[src/rtl/pipelined_cla_addsub.sv]
// Pipelined WIDTH-bit add/subtract: one 16-bit carry-lookahead slice resolved per stage,
// with a global-stall valid/ready handshake and carry, signed-overflow and zero flags.
module pipelined_cla_addsub #(
    parameter int WIDTH   = 32,
    parameter bit REG_OUT = 1'b1
) (
    input  logic             clk,
    input  logic             rst,
    input  logic             in_valid,
    output logic             in_ready,
    input  logic [WIDTH-1:0] a,
    input  logic [WIDTH-1:0] b,
    input  logic             sub,
    input  logic             cin,
    output logic             out_valid,
    input  logic             out_ready,
    output logic [WIDTH-1:0] s,
    output logic             cout,
    output logic             ovf,
    output logic             zero
);
    localparam int NSLICE = WIDTH / 16;

    // Handshake: a beat moves on valid & ready at either side; when advance is low the
    // whole pipeline (data, valid bits, outputs) holds, so bubbles never collapse.
    logic advance;
    assign advance   = !out_valid || out_ready;
    assign in_ready  = advance;

    // Returns {carry into bit 15, slice carry-out, 16-bit sum}.
    function automatic logic [17:0] cla16(input logic [15:0] x, input logic [15:0] y,
                                          input logic c0);
        logic [15:0] p, g, c;
        logic [3:0]  gp, gg;
        logic [4:0]  gc;
        int          bi;
        p = x ^ y;
        g = x & y;
        for (int j = 0; j < 4; j++) begin
            bi    = 4 * j;
            gp[j] = p[bi] & p[bi+1] & p[bi+2] & p[bi+3];
            gg[j] = g[bi+3] | (p[bi+3] & g[bi+2]) | (p[bi+3] & p[bi+2] & g[bi+1])
                  | (p[bi+3] & p[bi+2] & p[bi+1] & g[bi]);
        end
        gc[0] = c0;
        gc[1] = gg[0] | (gp[0] & c0);
        gc[2] = gg[1] | (gp[1] & gg[0]) | (gp[1] & gp[0] & c0);
        gc[3] = gg[2] | (gp[2] & gg[1]) | (gp[2] & gp[1] & gg[0]) | (gp[2] & gp[1] & gp[0] & c0);
        gc[4] = gg[3] | (gp[3] & gg[2]) | (gp[3] & gp[2] & gg[1]) | (gp[3] & gp[2] & gp[1] & gg[0])
              | (gp[3] & gp[2] & gp[1] & gp[0] & c0);
        for (int j = 0; j < 4; j++) begin
            bi      = 4 * j;
            c[bi]   = gc[j];
            c[bi+1] = g[bi] | (p[bi] & gc[j]);
            c[bi+2] = g[bi+1] | (p[bi+1] & g[bi]) | (p[bi+1] & p[bi] & gc[j]);
            c[bi+3] = g[bi+2] | (p[bi+2] & g[bi+1]) | (p[bi+2] & p[bi+1] & g[bi])
                    | (p[bi+2] & p[bi+1] & p[bi] & gc[j]);
        end
        return {c[15], gc[4], p ^ c};
    endfunction

    // Index k is the input of stage k; index NSLICE is the final register.
    // px carries operand A with finished slices overwritten by their sum bits.
    logic [WIDTH-1:0] px [NSLICE+1];
    logic [WIDTH-1:0] pb [NSLICE];
    logic             pc [NSLICE+1];
    logic             pv [NSLICE+1];
    logic             r_ovf;
    logic             r_zero;

    assign px[0] = a;
    assign pb[0] = sub ? ~b : b;
    assign pc[0] = sub ? ~cin : cin;
    assign pv[0] = in_valid;

    for (genvar k = 0; k < NSLICE; k++) begin : g_stage
        localparam int LO = 16 * k;
        logic [17:0]      res;
        logic [WIDTH-1:0] nx;

        always_comb begin
            res          = cla16(px[k][LO +: 16], pb[k][LO +: 16], pc[k]);
            nx           = px[k];
            nx[LO +: 16] = res[15:0];
        end

        // Data only loads on valid beats so idle cycles leave the last result in place.
        always_ff @(posedge clk or posedge rst) begin
            if (rst) begin
                pv[k+1] <= 1'b0;
                pc[k+1] <= 1'b0;
                px[k+1] <= '0;
            end else if (advance) begin
                pv[k+1] <= pv[k];
                if (pv[k]) begin
                    pc[k+1] <= res[16];
                    px[k+1] <= nx;
                end
            end
        end

        if (k < NSLICE - 1) begin : g_fwd
            always_ff @(posedge clk or posedge rst) begin
                if (rst) begin
                    pb[k+1] <= '0;
                end else if (advance && pv[k]) begin
                    pb[k+1] <= pb[k];
                end
            end
        end else begin : g_flags
            always_ff @(posedge clk or posedge rst) begin
                if (rst) begin
                    r_ovf  <= 1'b0;
                    r_zero <= 1'b0;
                end else if (advance && pv[k]) begin
                    r_ovf  <= res[17] ^ res[16];
                    r_zero <= (nx == '0);
                end
            end
        end
    end

    assign out_valid = pv[NSLICE];
    assign s         = px[NSLICE];
    assign cout      = pc[NSLICE];
    assign ovf       = r_ovf;
    assign zero      = REG_OUT ? r_zero : (px[NSLICE] == '0);

endmodule

[config.mk]
export PLATFORM = sky130hd
export DESIGN_NAME = pipelined_cla_addsub
export DESIGN_NICKNAME = d
export VERILOG_FILES = /design/src/rtl/pipelined_cla_addsub.sv
export SDC_FILE = /design/constraint.sdc
export NUM_CORES = 1
export LEC_CHECK = 0
export ABC_AREA = 1
export BUFFER_PORTS_ARGS = -buffer_cell sky130_fd_sc_hd__buf_2
export CORE_MARGIN = 10
export CORE_UTILIZATION = 35
export CTS_CLUSTER_SIZE = 25
export DETAILED_ROUTE_END_ITERATION = 10
export HOLD_SLACK_MARGIN = 0.05
export PLACE_DENSITY = 0.6
export SYNTH_ARGS = -nofsm -noshare
export SYNTH_HDL_FRONTEND = slang
export SYNTH_SLANG_ARGS = --single-unit
[constraint.sdc]
create_clock -name clk -period 3.2 [get_ports clk]
set_clock_uncertainty 0.15 [all_clocks]
set_input_delay 0.64 -clock clk [delete_from_list [all_inputs] [get_ports clk]]
set_output_delay 0.64 -clock clk [all_outputs]
set_load 0.02 [all_outputs]
==> impl_metrics.py <==
metrics = {
    "run_status": {
        "outcome": "complete, no violations",
    },
    "floorplan": {
        "die_height_um": 144,
        "die_w_um": 144,
        "start_util": 0.355,
        "die_area_um2": 20600,
        "row_count": 45,
        "io_pins": 107,
        "core_region_area_um2": 15100,
    },
    "placed_design": {
        "gp_congestion": 0.851,
        "io_buffers": 106,
        "postPlaceCellArea_um2": 5890,
        "dpl.cell_count": 914,
        "dp_hpwl_mm": 10.2,
    },
    "cells_and_area": {
        "layout_commonest_cell": "nand2_1",
        "layout.cells.non_filler": 933,
        "num-fill-cells": 1584,
        "fin_util": 0.419,
        "area_growth_pct": 18.2,
        "final_cell_area_um2": 6330,
        "final_cell_mix": "189 x nand2_1, 106 x buf_2, 86 x dfrtp_1, 53 x inv_1, 45 x o21ai_0",
        "final_nets": 850,
        "drive_gt1_frac": 0.252,
        "n_antenna_cell": 0,
    },
    "setup_path": {
        "worstPathMaxFanout": 4,
        "critPathKind": "reg -> reg",
        "startpoint_type": "register",
        "arrival_ns": 3.20,
        "end_kind": "register",
        "cp.required_ns": 3.35,
        "regToRegSetupSlack_ns": 0.14,
    },
    "clocking": {
        "clockBufferDepth": 2,
        "clk_pin_slew_ns": 0.07,
        "worst_skew_pair.late_latency_ns": 0.35,
        "clock-root-buffer": "clkbuf_16",
        "holdBufCountCts": 0,
        "cts_tree": "yes",
        "numCtsBuffers": 9,
        "ctsHtreeMaxLevel": 3,
        "clock_sinks": 86,
    },
    "global_route": {
        "grt_usage": 0.132,
        "antenna_found_initial": 0,
        "gr-total-overflow": 0,
        "grt_pass1_vias": 4378,
        "grt_max_degree": 71,
        "grt_pass1_wl_mm": 21.6,
    },
    "power": {
        "peakVddDrop_mv": 0.258,
        "p_leak_nw": 3.27,
        "powerDensity_nw_per_um2": 695,
    },
    "sta": {
        "worst_pin_slew_ns": 0.668,
        "drv_slew": 0,
        "fin_crit_sh": 0.956,
        "tns_ns": 0,
        "slew_headroom": 0.555,
        "period_needed_ns": 3.06,
        "rsz0062_at_grt": "yes",
        "setup_viol": 0,
        "fmax_mhz": 327,
        "hold_ws_ns": 0.137,
        "finalHoldViolations": 0,
    },
    "drt": {
        "viasPerCell": 4.59,
        "vias": 4279,
        "wire_per_inst_um": 14.3,
        "drt-total-wl_mm": 13.3,
        "drt_iter0_markers": 236,
        "drc": 0,
        "ant_nets": 0,
        "dr.pass1.iters": 4,
    },
    "synth": {
        "syn_nets": 771,
        "synth_top_area_frac": 0.402,
        "synth_cell_types": 34,
        "yosysWarnings": 0,
        "synth_area_um2": 5360,
        "post_synth_inst_count": 661,
        "syn_avg_cell_area_um2": 8.10,
        "seq_area_frac_synth": 0.402,
        "ys_ff_latch": 86,
        "ys_top_cells_by_area": "dfrtp_1 40%, nand2_1 14%, ha_1 7.5%",
        "yosysTopAreaCell": "dfrtp_1",
    },
    "run": {
        "maxCapViolations": 0,
    },
    "hold_path": {
        "hold_class": "in -> async",
    },
}
power by group:
| group | switching, mW | leakage, nW | total, mW | internal, mW |
|---|---|---|---|---|
| combinational | 1.11 | 2.09 | 1.79 | 0.674 |
| clock | 0.462 | 0.129 | 0.994 | 0.532 |
| sequential | 0.214 | 1.06 | 1.62 | 1.41 |
| total | 1.79 | 3.27 | 4.40 | 2.61 |
sequential cells by signal, indices dropped and copies added, names as in the netlist:
| signal | count |
|---|---|
| g_stage.nx | 16 |
| pc | 1 |
| s | 32 |
| pv | 1 |
| cout | 1 |
| out_valid | 1 |
| zero | 1 |
| px | 16 |
| pb | 16 |
| ovf | 1 |
worst max-delay path, cell delays in order (launching register included):
cell and delay (ns):
dfrtp_1 0.41, ha_4 0.26, a21oi_1 0.18, nand2_1 0.09, nand2_1 0.06, nand2_1 0.05, inv_2 0.07, nand3_4 0.10
fa_1 0.49, nor2_1 0.10, nand3_1 0.10, nor2_2 0.15, nand2_1 0.06, nor2_1 0.10, nand3_1 0.09, nor2_2 0.15
nand3_1 0.10, nor2_2 0.12, nand4_1 0.09, nand2_1 0.07
timing repair:
item | CTS | global route
setup endpoints to repair | 1 | 1
resized for setup | 5 | 16
buffers inserted | 0 | 3
pin swaps | 0 | 8
synthesized netlist by cell type:
cell type    n
nor2_2       2
and3_1       1
nand4_1      4
nand3_1     38
o211ai_1     3
nand2_2     11
nand2_1    194
o21ai_2      1
buf_6        1
or2_0        1
clkbuf_1    12
inv_2       12
xnor2_1     23
a21oi_1     18
o21ai_0     45
nand4_2      1
ha_1        32
or2_1        1
o22ai_1      2
nand3b_1     2
buf_2        3
buf_1        3
a21oi_4      1
xnor2_4      1
o21ai_1      9
dfrtp_1     86
fa_1         8
a21oi_2      2
nand3_2      3
xor2_1      18
nor2_1      33
a31oi_1      3
inv_1       55
buf_4       32
per-stage QoR:
step	power, mW	setup WS [ns]
floorplan	3.01	0.188
global placement	3.33	-0.0685
detailed placement	3.35	-0.0555
CTS	4.38	0.0318
global route	4.76	-0.0718
finish	4.40	0.141
worst paths after layout:
| check | startpoint | to | cells after the start |
|---|---|---|---|
| worst min register to register | zero | zero | 2 |
| min in group clk | a[29] | px[61] | 3 |
| worst min-delay path | rst | s[27] | 2 |
| max in group asynchronous | rst | g_stage[1].nx[15] | 3 |
| worst max-delay path | px[55] | zero | 19 |
| worst max register to register | px[55] | zero | 19 |
layer usage:
layer,part of all wire,global-route usage
met5,0,0
met4,0.015,0.0489
met3,0.064,0.0396
met2,0.46,0.211
met1,0.46,0.163
cell type report:
cell class | count | area [um2] | share of cell area
sequential | 86 | 2150 | 0.340
inverter | 67 | 253 | 0.0399
multi-input combinational | 457 | 2770 | 0.438
tap | 188 | 235 | 0.0372
clock buffer | 10 | 229 | 0.0362
timing repair buffer | 119 | 641 | 0.101
clock inverter | 6 | 46.3 | 0.00731
kinds of logic (layout without fill, tap and decap cells):
| logic type | Yosys count | after routing | synth area share |
|---|---|---|---|
| simple gates | 291 | 291 | 0.229 |
| flops | 86 | 86 | 0.402 |
| xor+xnor | 42 | 42 | 0.0722 |
| buf+inv | 118 | 202 | 0.107 |
| fa+ha+maj | 40 | 40 | 0.105 |
| compound gates | 84 | 84 | 0.0853 |
No activity file was read; power rests on OpenSTA's default activity.
